## src/rtl/dds_pkg.sv

```systemverilog
// Types and constants shared between the DDS transmit path and the I/Q demodulator.
package dds_pkg;
  typedef enum logic [1:0] {IDLE, RUN, DUMP} state_e;

  localparam int unsigned DEF_DATA_W = 10;
  localparam int unsigned DEF_DIV    = 10;

  // Full-precision sum of 2^log2_n products of two data_w-bit signed values cannot overflow.
  function automatic bit acc_width_ok(input int unsigned acc_w,
                                      input int unsigned data_w,
                                      input int unsigned log2_n);
    return acc_w >= 2 * data_w + log2_n;
  endfunction
endpackage

```

## src/rtl/sample_en_gen.sv

```systemverilog
// Free-running sample cadence: SampleEn is high one clock in every DIV.
module sample_en_gen import dds_pkg::*; #(
  parameter int unsigned DIV = DEF_DIV
) (
  input  logic Clock,
  input  logic Reset,
  output logic SampleEn
);
  localparam int unsigned CW = (DIV > 1) ? $clog2(DIV) : 1;

  logic [CW-1:0] clkCnt_q, clkCnt_d;

  always_comb begin
    clkCnt_d = clkCnt_q + CW'(1);
    if (clkCnt_q == CW'(DIV - 1)) clkCnt_d = '0;
  end

  always_ff @(posedge Clock or posedge Reset) begin
    if (Reset) clkCnt_q <= '0;
    else       clkCnt_q <= clkCnt_d;
  end

  assign SampleEn = (clkCnt_q == CW'(DIV - 1));
endmodule

```

## src/rtl/ad2iq_demod.sv

```systemverilog
// Quadrature demodulator: multiplies ADC samples by DDS x/y references and
// integrates 2^LOG2_N products, publishing I/Q with a one-cycle Valid pulse.
module ad2iq_demod import dds_pkg::*; #(
  parameter int unsigned DATA_W = DEF_DATA_W,
  parameter int unsigned LOG2_N = 12,
  parameter int unsigned ACC_W  = 32,
  parameter int unsigned DIV    = DEF_DIV
) (
  input  logic                     Clock,
  input  logic                     Reset,
  input  logic signed [DATA_W-1:0] AdcData,
  input  logic signed [DATA_W-1:0] RefX,
  input  logic signed [DATA_W-1:0] RefY,
  input  logic                     Start,
  input  logic                     Continuous,
  output logic signed [ACC_W-1:0]  I,
  output logic signed [ACC_W-1:0]  Q,
  output logic                     Valid,
  output logic                     Busy
);
  localparam int unsigned PW = 2 * DATA_W;

  if (!acc_width_ok(ACC_W, DATA_W, LOG2_N)) begin : g_acc_w_chk
    $error("ad2iq_demod: ACC_W too narrow for DATA_W/LOG2_N");
  end
  if (DIV < 3) begin : g_div_chk
    $error("ad2iq_demod: DIV must be at least 3");
  end

  logic                    SampleEn;
  state_e                  state_q;
  logic signed [PW-1:0]    prodX_q, prodY_q, prodX_d, prodY_d;
  logic                    prodValid_q;
  logic signed [ACC_W-1:0] accI_q, accQ_q, accI_d, accQ_d;
  logic [LOG2_N-1:0]       sampCnt_q;
  logic signed [ACC_W-1:0] I_q, Q_q;
  logic                    Valid_q, Busy_q;

  sample_en_gen #(.DIV(DIV)) u_sample_en (
    .Clock    (Clock),
    .Reset    (Reset),
    .SampleEn (SampleEn)
  );

  always_comb begin
    prodX_d = PW'(AdcData) * PW'(RefX);
    prodY_d = PW'(AdcData) * PW'(RefY);
    accI_d  = accI_q + ACC_W'(prodX_q);
    accQ_d  = accQ_q + ACC_W'(prodY_q);
  end

  // Products are registered one clock before accumulation; DIV >= 3 keeps the
  // accumulate and DUMP cycles clear of the next SampleEn.
  always_ff @(posedge Clock or posedge Reset) begin
    if (Reset) begin
      state_q     <= IDLE;
      prodX_q     <= '0;
      prodY_q     <= '0;
      prodValid_q <= 1'b0;
      accI_q      <= '0;
      accQ_q      <= '0;
      sampCnt_q   <= '0;
      I_q         <= '0;
      Q_q         <= '0;
      Valid_q     <= 1'b0;
      Busy_q      <= 1'b0;
    end else begin
      Valid_q <= 1'b0;
      unique case (state_q)
        IDLE: begin
          if (Start) begin
            state_q     <= RUN;
            Busy_q      <= 1'b1;
            accI_q      <= '0;
            accQ_q      <= '0;
            sampCnt_q   <= '0;
            prodValid_q <= 1'b0;
          end
        end
        RUN: begin
          prodValid_q <= SampleEn;
          if (SampleEn) begin
            prodX_q <= prodX_d;
            prodY_q <= prodY_d;
          end
          if (prodValid_q) begin
            accI_q    <= accI_d;
            accQ_q    <= accQ_d;
            sampCnt_q <= sampCnt_q + LOG2_N'(1);
            if (sampCnt_q == '1) state_q <= DUMP;
          end
        end
        DUMP: begin
          I_q         <= accI_q;
          Q_q         <= accQ_q;
          Valid_q     <= 1'b1;
          prodValid_q <= 1'b0;
          if (Continuous) begin
            state_q   <= RUN;
            accI_q    <= '0;
            accQ_q    <= '0;
            sampCnt_q <= '0;
          end else begin
            state_q <= IDLE;
            Busy_q  <= 1'b0;
          end
        end
        default: begin
          state_q <= IDLE;
          Busy_q  <= 1'b0;
        end
      endcase
    end
  end

  assign I     = I_q;
  assign Q     = Q_q;
  assign Valid = Valid_q;
  assign Busy  = Busy_q;
endmodule
```

## config.mk

```make
export PLATFORM = sky130hd
export DESIGN_NAME = ad2iq_demod
export DESIGN_NICKNAME = d
export VERILOG_FILES = /design/src/rtl/dds_pkg.sv /design/src/rtl/sample_en_gen.sv /design/src/rtl/ad2iq_demod.sv
export SDC_FILE = /design/constraint.sdc
export NUM_CORES = 1
export LEC_CHECK = 0
export CAP_MARGIN = 40
export CORE_ASPECT_RATIO = 0.9
export CORE_MARGIN = 4
export CORE_UTILIZATION = 65
export DETAILED_ROUTE_END_ITERATION = 16
export PLACE_DENSITY = 0.89
export SLEW_MARGIN = 10
export SYNTH_ARGS = -nofsm -noshare
export SYNTH_HDL_FRONTEND = slang
export SYNTH_HIERARCHICAL = 1
export SYNTH_SLANG_ARGS = --single-unit
```

## constraint.sdc

```tcl
create_clock -name Clock -period 22.5 [get_ports Clock]
set_clock_uncertainty 0.15 [all_clocks]
set_input_delay 6.75 -clock Clock [delete_from_list [all_inputs] [get_ports Clock]]
set_output_delay 6.75 -clock Clock [all_outputs]
set_load 0.005 [all_outputs]
```

# Word level (Yosys, flattened, before mapping)
# Cells that the tools add are included.
# word_totals
register_bits	189
latch_bits	0
ramBits	0
rom_bits	0
input_bits	34
output_inout_bits	66
word_cells	57
n_memories	0
# op_classes
addsub	4
n_mul	2
n_div	0
magnitude_cmp	0
n_eq_ne	9
shift	0
muxes	22
n_bitwise	1
reduce_logical	7
# ops
operator	count
32-bit one-hot mux with 3 select lines	2
32-bit two-way mux	4
32-bit by 20-bit adder with 32-bit output	2
10-bit by 10-bit multiplier with 20-bit output	2
12-bit two-way mux	3
12-bit one-hot mux with 3 select lines	1
12-bit by 1-bit adder with 12-bit output (second input constant)	1
12-bit == test (second input constant)	1
2-bit != test (second input constant)	5
2-bit two-way mux	3
1-bit one-hot mux with 3 select lines	2
2-bit one-hot mux with 3 select lines	1
3-bit AND reduction	2
1-bit two-way mux	5
4-bit by 1-bit adder with 4-bit output (second input constant)	1
4-bit == test (second input constant)	1
4-bit two-way mux	1
2-bit AND reduction	2
4-bit AND reduction	1
3-bit nonzero test	1
2-bit by 1-bit == test with 1-bit output (second input constant)	1
2-bit == test (second input constant)	1
2-bit zero test	1
1-bit inverter	1

# Depth between registers and ports, before layout
# Gate-level depths: netlist (run 1).
# depth
ltp_word	4
depth_mapped	22
mapped_depth_nobuf	20

# Cells and area by module
# Netlist (run 1), hierarchy kept.
# modules_own_cells
module	n_inst	cells_per_inst	area_per_inst_um2	seq_area_each_um2
ad2iq_demod	1	1875	17762.0	4629.4
sample_en_gen	1	16	175.2	100.1

# Worst setup path after synthesis (run 1)
# OpenSTA, ideal clock, no wires.
# synth_path
path_type	input-to-reg
from	in AdcData[9]
to	reg prodY_q[19]
setup_time_ns	0.133
t_arrival_ns	11.565
required_time_ns	22.217
slack_ns	10.652
stages	20
path_buffers	2
cell_sequence	clkbuf_1 > clkbuf_1 > nand2_1 > fa_1 > inv_1 > fa_1 > fa_1 > fa_1 > inv_1 > fa_1 > inv_1 > ha_1 > o21ai_0 > nor2_1 > or3_1 > o21ai_0 > a21oi_1 > a31oi_1 > xnor2_1 > o21ai_0
# synth_via
elab_chain_len	1
# synth_lines
element	line_no	source
start, declared	ad2iq_demod.sv:11	input logic signed [DATA_W-1:0] AdcData,
10-bit by 10-bit multiplier with 20-bit output	ad2iq_demod.sv:47	prodY_d = PW'(AdcData) * PW'(RefY);
end signal, assigned	ad2iq_demod.sv:84	prodY_q <= prodY_d;
end, declared	ad2iq_demod.sv:32	logic signed [PW-1:0] prodX_q, prodY_q, prodX_d, prodY_d;
# Every way passes these cells.
# A chain may end at the register's enable or synchronous reset.

# Worst setup path after layout (run 1)
# Ends and elaborated chain as after synthesis.

==> results of run 1 <==
-- final cells by class --
| class | count | share of cell area [%] |
|---|---|---|
| clock inverters | 14 | 0.903 |
| repair buffers | 110 | 5.62 |
| inverters | 295 | 5.61 |
| flip-flops and latches | 189 | 23.9 |
| well taps | 354 | 2.23 |
| multi-input cells | 1336 | 59.6 |
| clock buffers | 18 | 2.17 |
-- power by group --
group / internal, mW / switching (mW)
Combinational: 0.818 / 1.06
Sequential: 0.440 / 0.0922
Clock: 0.177 / 0.139
Total: 1.44 / 1.29
-- worst reg2reg max path: cells and delay by family (launching register included) --
family | cells | cell delay, ns
AO/OA/AOI/OAI | 6 | 1.34
flip-flops | 1 | 0.89
AND/OR/NAND/NOR | 2 | 0.64
adder cells (fa/ha/maj) | 1 | 0.43
multiplexers | 1 | 0.21
-- synth_stat cells, types with 36 or more instances --
library cell / n
a21o_1: 36
a21oi_1: 71
and2_1: 69
clkbuf_1: 61
dfrtp_1: 189
fa_1: 184
ha_1: 161
inv_1: 293
mux2_2: 75
nand2_1: 248
nor2_1: 65
o21ai_0: 113
xnor2_1: 65
xor2_1: 38
-- through the flow --
step	cells	area (µm²)
2_1_floorplan	1891	17900
3_3_place_gp	2282	19200
3_5_place_dp	2284	19200
4_1_cts	2316	19800
5_1_grt	2316	19800
6_report	2316	19800
-- worst max-delay path by stage --
stage / from / endpoint / slack (ns) / cells after the start
floorplan: Reset / Busy / 10.57 / 1
global placement: AdcData[7] / prodX_q[17] / 10.04 / 20
detailed placement: AdcData[9] / prodY_q[19] / 9.77 / 19
CTS: AdcData[9] / prodY_q[19] / 10.21 / 19
global route: AdcData[9] / prodY_q[19] / 9.93 / 19
finish: AdcData[9] / prodY_q[19] / 10.21 / 19
-- kinds of logic (layout without fill, tap and decap cells) --
| group | Yosys count | in the layout |
|---|---|---|
| AOI/OAI and AO/OA | 323 | 323 |
| xor gates and xnor gates | 103 | 103 |
| adders and majority gates | 345 | 345 |
| buffers and inverters | 366 | 437 |
| DFF | 189 | 189 |
| muxes | 80 | 80 |
| and+or+nand+nor | 485 | 485 |
-- per-layer routing --
layer / up-vias / global-route usage (%) / part of all wire [%] / wire length (µm)
met5: - / 0 / 0 / 0
met1: 6709 / 35.4 / 41 / 16100
li1: 6270 / - / - / -
met4: 0 / 8.80 / 2.3 / 896
met2: 576 / 47.2 / 50 / 19700
met3: 97 / 3.53 / 6.9 / 2700
-- sequential cells by signal, indices dropped and copies added, names as in the netlist, 2 cells and up --
register,count
Q,32
u_sample_en/clkCnt_q,4
accI_q,32
prodX_q,20
accQ_q,32
sampCnt_q,12
prodY_q,20
state_q,2
I,32
-- cell usage in the layout (no fill, tap or decap), drive strengths merged, types with 5 or more instances in the layout --
| master | count |
|---|---|
| xnor2 | 65 |
| nand3 | 13 |
| nand2b | 14 |
| o211ai | 5 |
| a21oi | 71 |
| nor3b | 5 |
| clkdlybuf4s50 | 99 |
| inv | 298 |
| or3 | 9 |
| nor4 | 7 |
| nor2b | 10 |
| nand2 | 248 |
| buf | 11 |
| a21o | 39 |
| o21bai | 16 |
| nor3 | 16 |
| xor2 | 38 |
| nand4 | 13 |
| o31ai | 10 |
| mux2i | 5 |
| a211oi | 9 |
| fa | 184 |
| and2 | 70 |
| o21a | 7 |
| dfrtp | 189 |
| clkbuf | 18 |
| o22ai | 7 |
| a22o | 5 |
| o21ai | 115 |
| a31oi | 10 |
| nor2 | 65 |
| mux2 | 75 |
| ha | 161 |
==> run metrics, run 1 <==
status completed; critical path's slowest cell clkdlybuf4s50_1; Critical Path AT about 12 ns; Avg Cell Area, Syn 9.49 µm²; Crit Path Max Fanout 20; WL final 39300 µm; main combinational cell family by area after synthesis adder cells; vias per cell 5.89; post-synth cell types 73; hold path endpoint prodY_q[9]; Adder-Cell Fraction of Synth Area around a third; Synth async-reset ratio 100%; final slew viol count 0; Tot GR Track Use between 20% and 30%; final setup fails 0; register area 4730 µm²; fin crit share 54.6%; Die ar. between 30000 and 40000 µm²; synth-to-layout area growth 10.5%; Vert. Die Dim 166 µm; number of post-CTS setup repair buffers 0; overflow left after global routing 0; Residual DRC 0; sequential area share after synthesis 26.4%; H-tree level count 4; nets 2328; Post-synth EDFFs 0; CP Buf/Inv Count 4; Yosys reg bits 189; Synth Area in Compound Gates a little under an eighth; post-synthesis cell area 17900 µm²; vias after detailed routing 13700; multiplexer share of the synthesized area 4.99%; Clock transition at path regs 0.06 ns; fraction of layout cells with a size suffix above 1 7.24%; final setup margin just over 10 ns; unrepaired setup endpoints after global routing no; cell leakage power 9.91 nW; CP delay by family, top adder cells; vias in the first global route 14300; Synth Instances 1891; Worst R2R Path Depth 10; Final Hold Vio Count 0; CTS Buffer Depth 2; Final Wtd Congestion about 0.95; flop2flop setup slack 18.72 ns; worst flop-to-flop path endpoint accQ_q[31]; CP Capture Type flip-flop; FF-to-FF Start prodY_q[19]; top-area cell type share of the netlist area a little over a quarter; antenna diode instance count 0; initial antenna violation count 0; average wire per standard cell 17.0 µm; drt pass-1 iters 8; largest net degree at the start of global routing 79; pre-CTS WS 9.77 ns; max frequency 81.4 MHz; syn_nets 2270; max incr delay on CP 0.95 ns; Port Buffers ~100; Iter 0 DRT Violations 1155; critical path startpoint category input pin; hold depth 2; dominant cells by area after synthesis dfrtp_1 26%, fa_1 21%, ha_1 11%; Slew @ Worst Pin 0.839 ns; CTS Hold Bufs 0; min-delay src prodY_q[9]; Data required, critical path between 20 and 25 ns; relative slew slack 44.1%; number of max-cap violations 0; post_cts resized 0; Power Total 2.72 mW; setup_tns 0 ns; root buffer cell clkbuf_16; Multi-input gate area 11800 µm²; HP Class reg -> reg; CTS tree done; fill count 1805; Max IR drop VDD 0.000132 V; hpwl dp 29600 µm; worst hold slack 0.342 ns; Synth Area in Simple Gates between 10% and 20%; CP cell instances clkdlybuf4s50_1, nand2_1, fa_1, inv_1, fa_1, fa_1, fa_1, inv_1, fa_1, inv_1, ha_1, o21ai_0, nor2_1, or3_1, o21ai_0, a21oi_1, a31oi_1, xnor2_1, o21ai_0; number of synthesis warnings 6; core area 27100 µm²; Clk Latency, worst-skew pair 0.45 ns; largest area contributor in the netlist dfrtp_1; antenna-violating nets left 0; Post-Synth XOR/XNOR Area 5.03%; total CTS buffers 17; cell row count 57; num ports 100; Final Util 73.1%; Final Critical Period 12.29 ns; Starting Density 66.2%; pwr dens 137 nW/µm²; Die W 183 µm; kind of critical path in -> reg; global-route wire length before repair 67300 µm; clk sinks 189; Main synth FF type dfrtp_1; most frequent CP cell fa_1
Power figures use the tool's default switching activity.
==> run 2, diff against run 1 <==
--- a/config.mk
+++ b/config.mk
@@ -8,9 +8,9 @@
 export CAP_MARGIN = 40
 export CORE_ASPECT_RATIO = 0.9
 export CORE_MARGIN = 4
-export CORE_UTILIZATION = 65
+export CORE_UTILIZATION = 62
 export DETAILED_ROUTE_END_ITERATION = 16
-export PLACE_DENSITY = 0.89
+export PLACE_DENSITY = 0.85
 export SLEW_MARGIN = 10
 export SYNTH_ARGS = -nofsm -noshare
 export SYNTH_HDL_FRONTEND = slang
==> constraint.sdc (replaced) <==
create_clock -name Clock -period 12.3 [get_ports Clock]
set_clock_uncertainty 0.15 [all_clocks]
set_input_delay 3.69 -clock Clock [delete_from_list [all_inputs] [get_ports Clock]]
set_output_delay 3.69 -clock Clock [all_outputs]
set_load 0.005 [all_outputs]
==> run metrics, run 2 (same netlist as run 1, synthesis figures left out) <==
status completed; FF-to-FF Start accI_q[0]; Port Buffers 99; Final Critical Period roughly 9.3 ns; Die W 187 µm; fraction of layout cells with a size suffix above 1 7.19%; final slew viol count 0; vias in the first global route 14300; clock power share 11.3%; number of max-cap violations 0; CP cell instances clkdlybuf4s50_1, nand2_1, fa_1, inv_1, fa_1, fa_1, fa_1, inv_1, fa_1, inv_1, ha_1, o21ai_0, nor2_1, or3_1, o21ai_0, a21oi_1, a31oi_1, xnor2_1, o21ai_0; average wire per standard cell 16.5 µm; Clk Latency, worst-skew pair 0.43 ns; CTS Buffer Depth 2; number of post-CTS setup repair buffers 0; Critical Path AT about 9.5 ns; Final Hold Vio Count 0; Residual DRC 0; pwr dens roughly 250 nW/µm²; Power Total around 5.0 mW; unrepaired setup endpoints after global routing no; Post-DP Area 19200 µm²; worst flop-to-flop path endpoint accI_q[28]; Final Wtd Congestion 0.924; min-delay src prodX_q[11]; hold path endpoint prodX_q[11]; Net Sw Frac between 40 and 50%; critical path startpoint category input pin; global-route wire length before repair 66900 µm; WL met3 2790 µm; fin crit share 75.8%; Tot GR Track Use 25.0%; design area 19800 µm²; post_cts resized 0; Die ar. between 30000 and 40000 µm²; num ports 100; WL final slightly below 40000 µm; H-tree level count 4; Slew @ Worst Pin 0.893 ns; CP Capture Type flip-flop; most common cell after layout, fill and taps aside inv_1; total CTS buffers 17; synth-to-layout area growth 10.4%; max frequency ~110 MHz; overflow left after global routing 0; relative slew slack 40.4%; kind of critical path in -> reg; most frequent CP cell fa_1; antenna-violating nets left 0; root buffer cell clkbuf_16; vias per cell 5.82; Internal 2.61 mW; clk sinks 189; CTS Hold Bufs 0; Clock transition at path regs 0.07 ns; flop2flop setup slack 8.52 ns; drt pass-1 iters 5; nets 2327; Max IR drop VDD 0.000234 V; Data required, critical path 12.44 ns; largest net degree at the start of global routing 75; final setup fails 0; CTS tree done; cell leakage power around 9.9 nW; Crit Path Max Fanout 20; Psw 2.35 mW; Iter 0 DRT Violations 930; commonest non-fill, non-tap cells in the layout 292 x inv_1, 247 x nand2_1, 189 x dfrtp_1; combinational share of power 69.1%; hold depth 2; max incr delay on CP 0.92 ns; detailed route wirelength on metal2 roughly 19000 µm; initial antenna violation count 0; HP Class reg -> reg; critical path's slowest cell clkdlybuf4s50_1; vias after detailed routing 13500; Vert. Die Dim between 150 and 200 µm; cell row count 58; Starting Density 63.5%; WL met1 15900 µm; setup_tns 0 ns; Flop pwr share 19.6%; hpwl dp 29500 µm; core area 28200 µm²; top layer in use met4; antenna diode instance count 0; Worst R2R Path Depth 12
[run 2: worst max-delay path, delay by kind of cell]
kind | cells | cell delay (ns)
buf+inv | 4 | 1.14
fa+ha+maj | 6 | 2.94
simple gates | 3 | 0.74
compound gates | 5 | 0.81
xor+xnor | 1 | 0.13
[run 2: worst max-delay path by stage]
stage	cells after the start	slack, ns	start	to
after global placement	20	2.89	AdcData[7]	prodX_q[17]
after CTS	19	3.01	AdcData[9]	prodY_q[19]
after floorplan	1	3.43	Reset	Busy
final	19	2.98	AdcData[9]	prodY_q[19]
after global routing	19	2.64	AdcData[9]	prodY_q[19]
after detailed placement	19	2.56	AdcData[9]	prodY_q[19]
[run 2: power by group through the flow]
stage	clock (mW)	combinational [mW]	sequential (mW)
global route	0.593	3.89	0.994
finish	0.560	3.43	0.973
CTS	0.569	3.41	0.969
detailed placement	0	3.37	0.976
global placement	0	3.16	0.968
floorplan	0	2.73	0.908
[run 2: final cells by class]
class	count	area [µm²]
clock buffers	19	443
clock inverters	13	155
fillers	2019	8430
inverters	295	1110
well taps	360	450
repair buffers	109	1100
multi-input cells	1336	11800
flip-flops and latches	189	4730
[run 2: stage by stage]
step | util (%) | worst slack, ns | cells | hold slack [ns]
global placement | 67.9 | 2.89 | 2287 | 0.323
global route | 70.1 | 2.64 | 2321 | 0.367
detailed placement | 68.0 | 2.56 | 2289 | 0.327
floorplan | - | 3.43 | 1891 | 0.305
finish | 70.1 | 2.98 | 2321 | 0.348
CTS | 70.1 | 3.01 | 2321 | 0.346
[run 2: per-layer routing]
layer	up-vias	global-route usage [%]
li1	6265	-
met1	6636	33.7
met2	537	43.1
met3	66	3.58
met4	0	6.88
met5	-	0
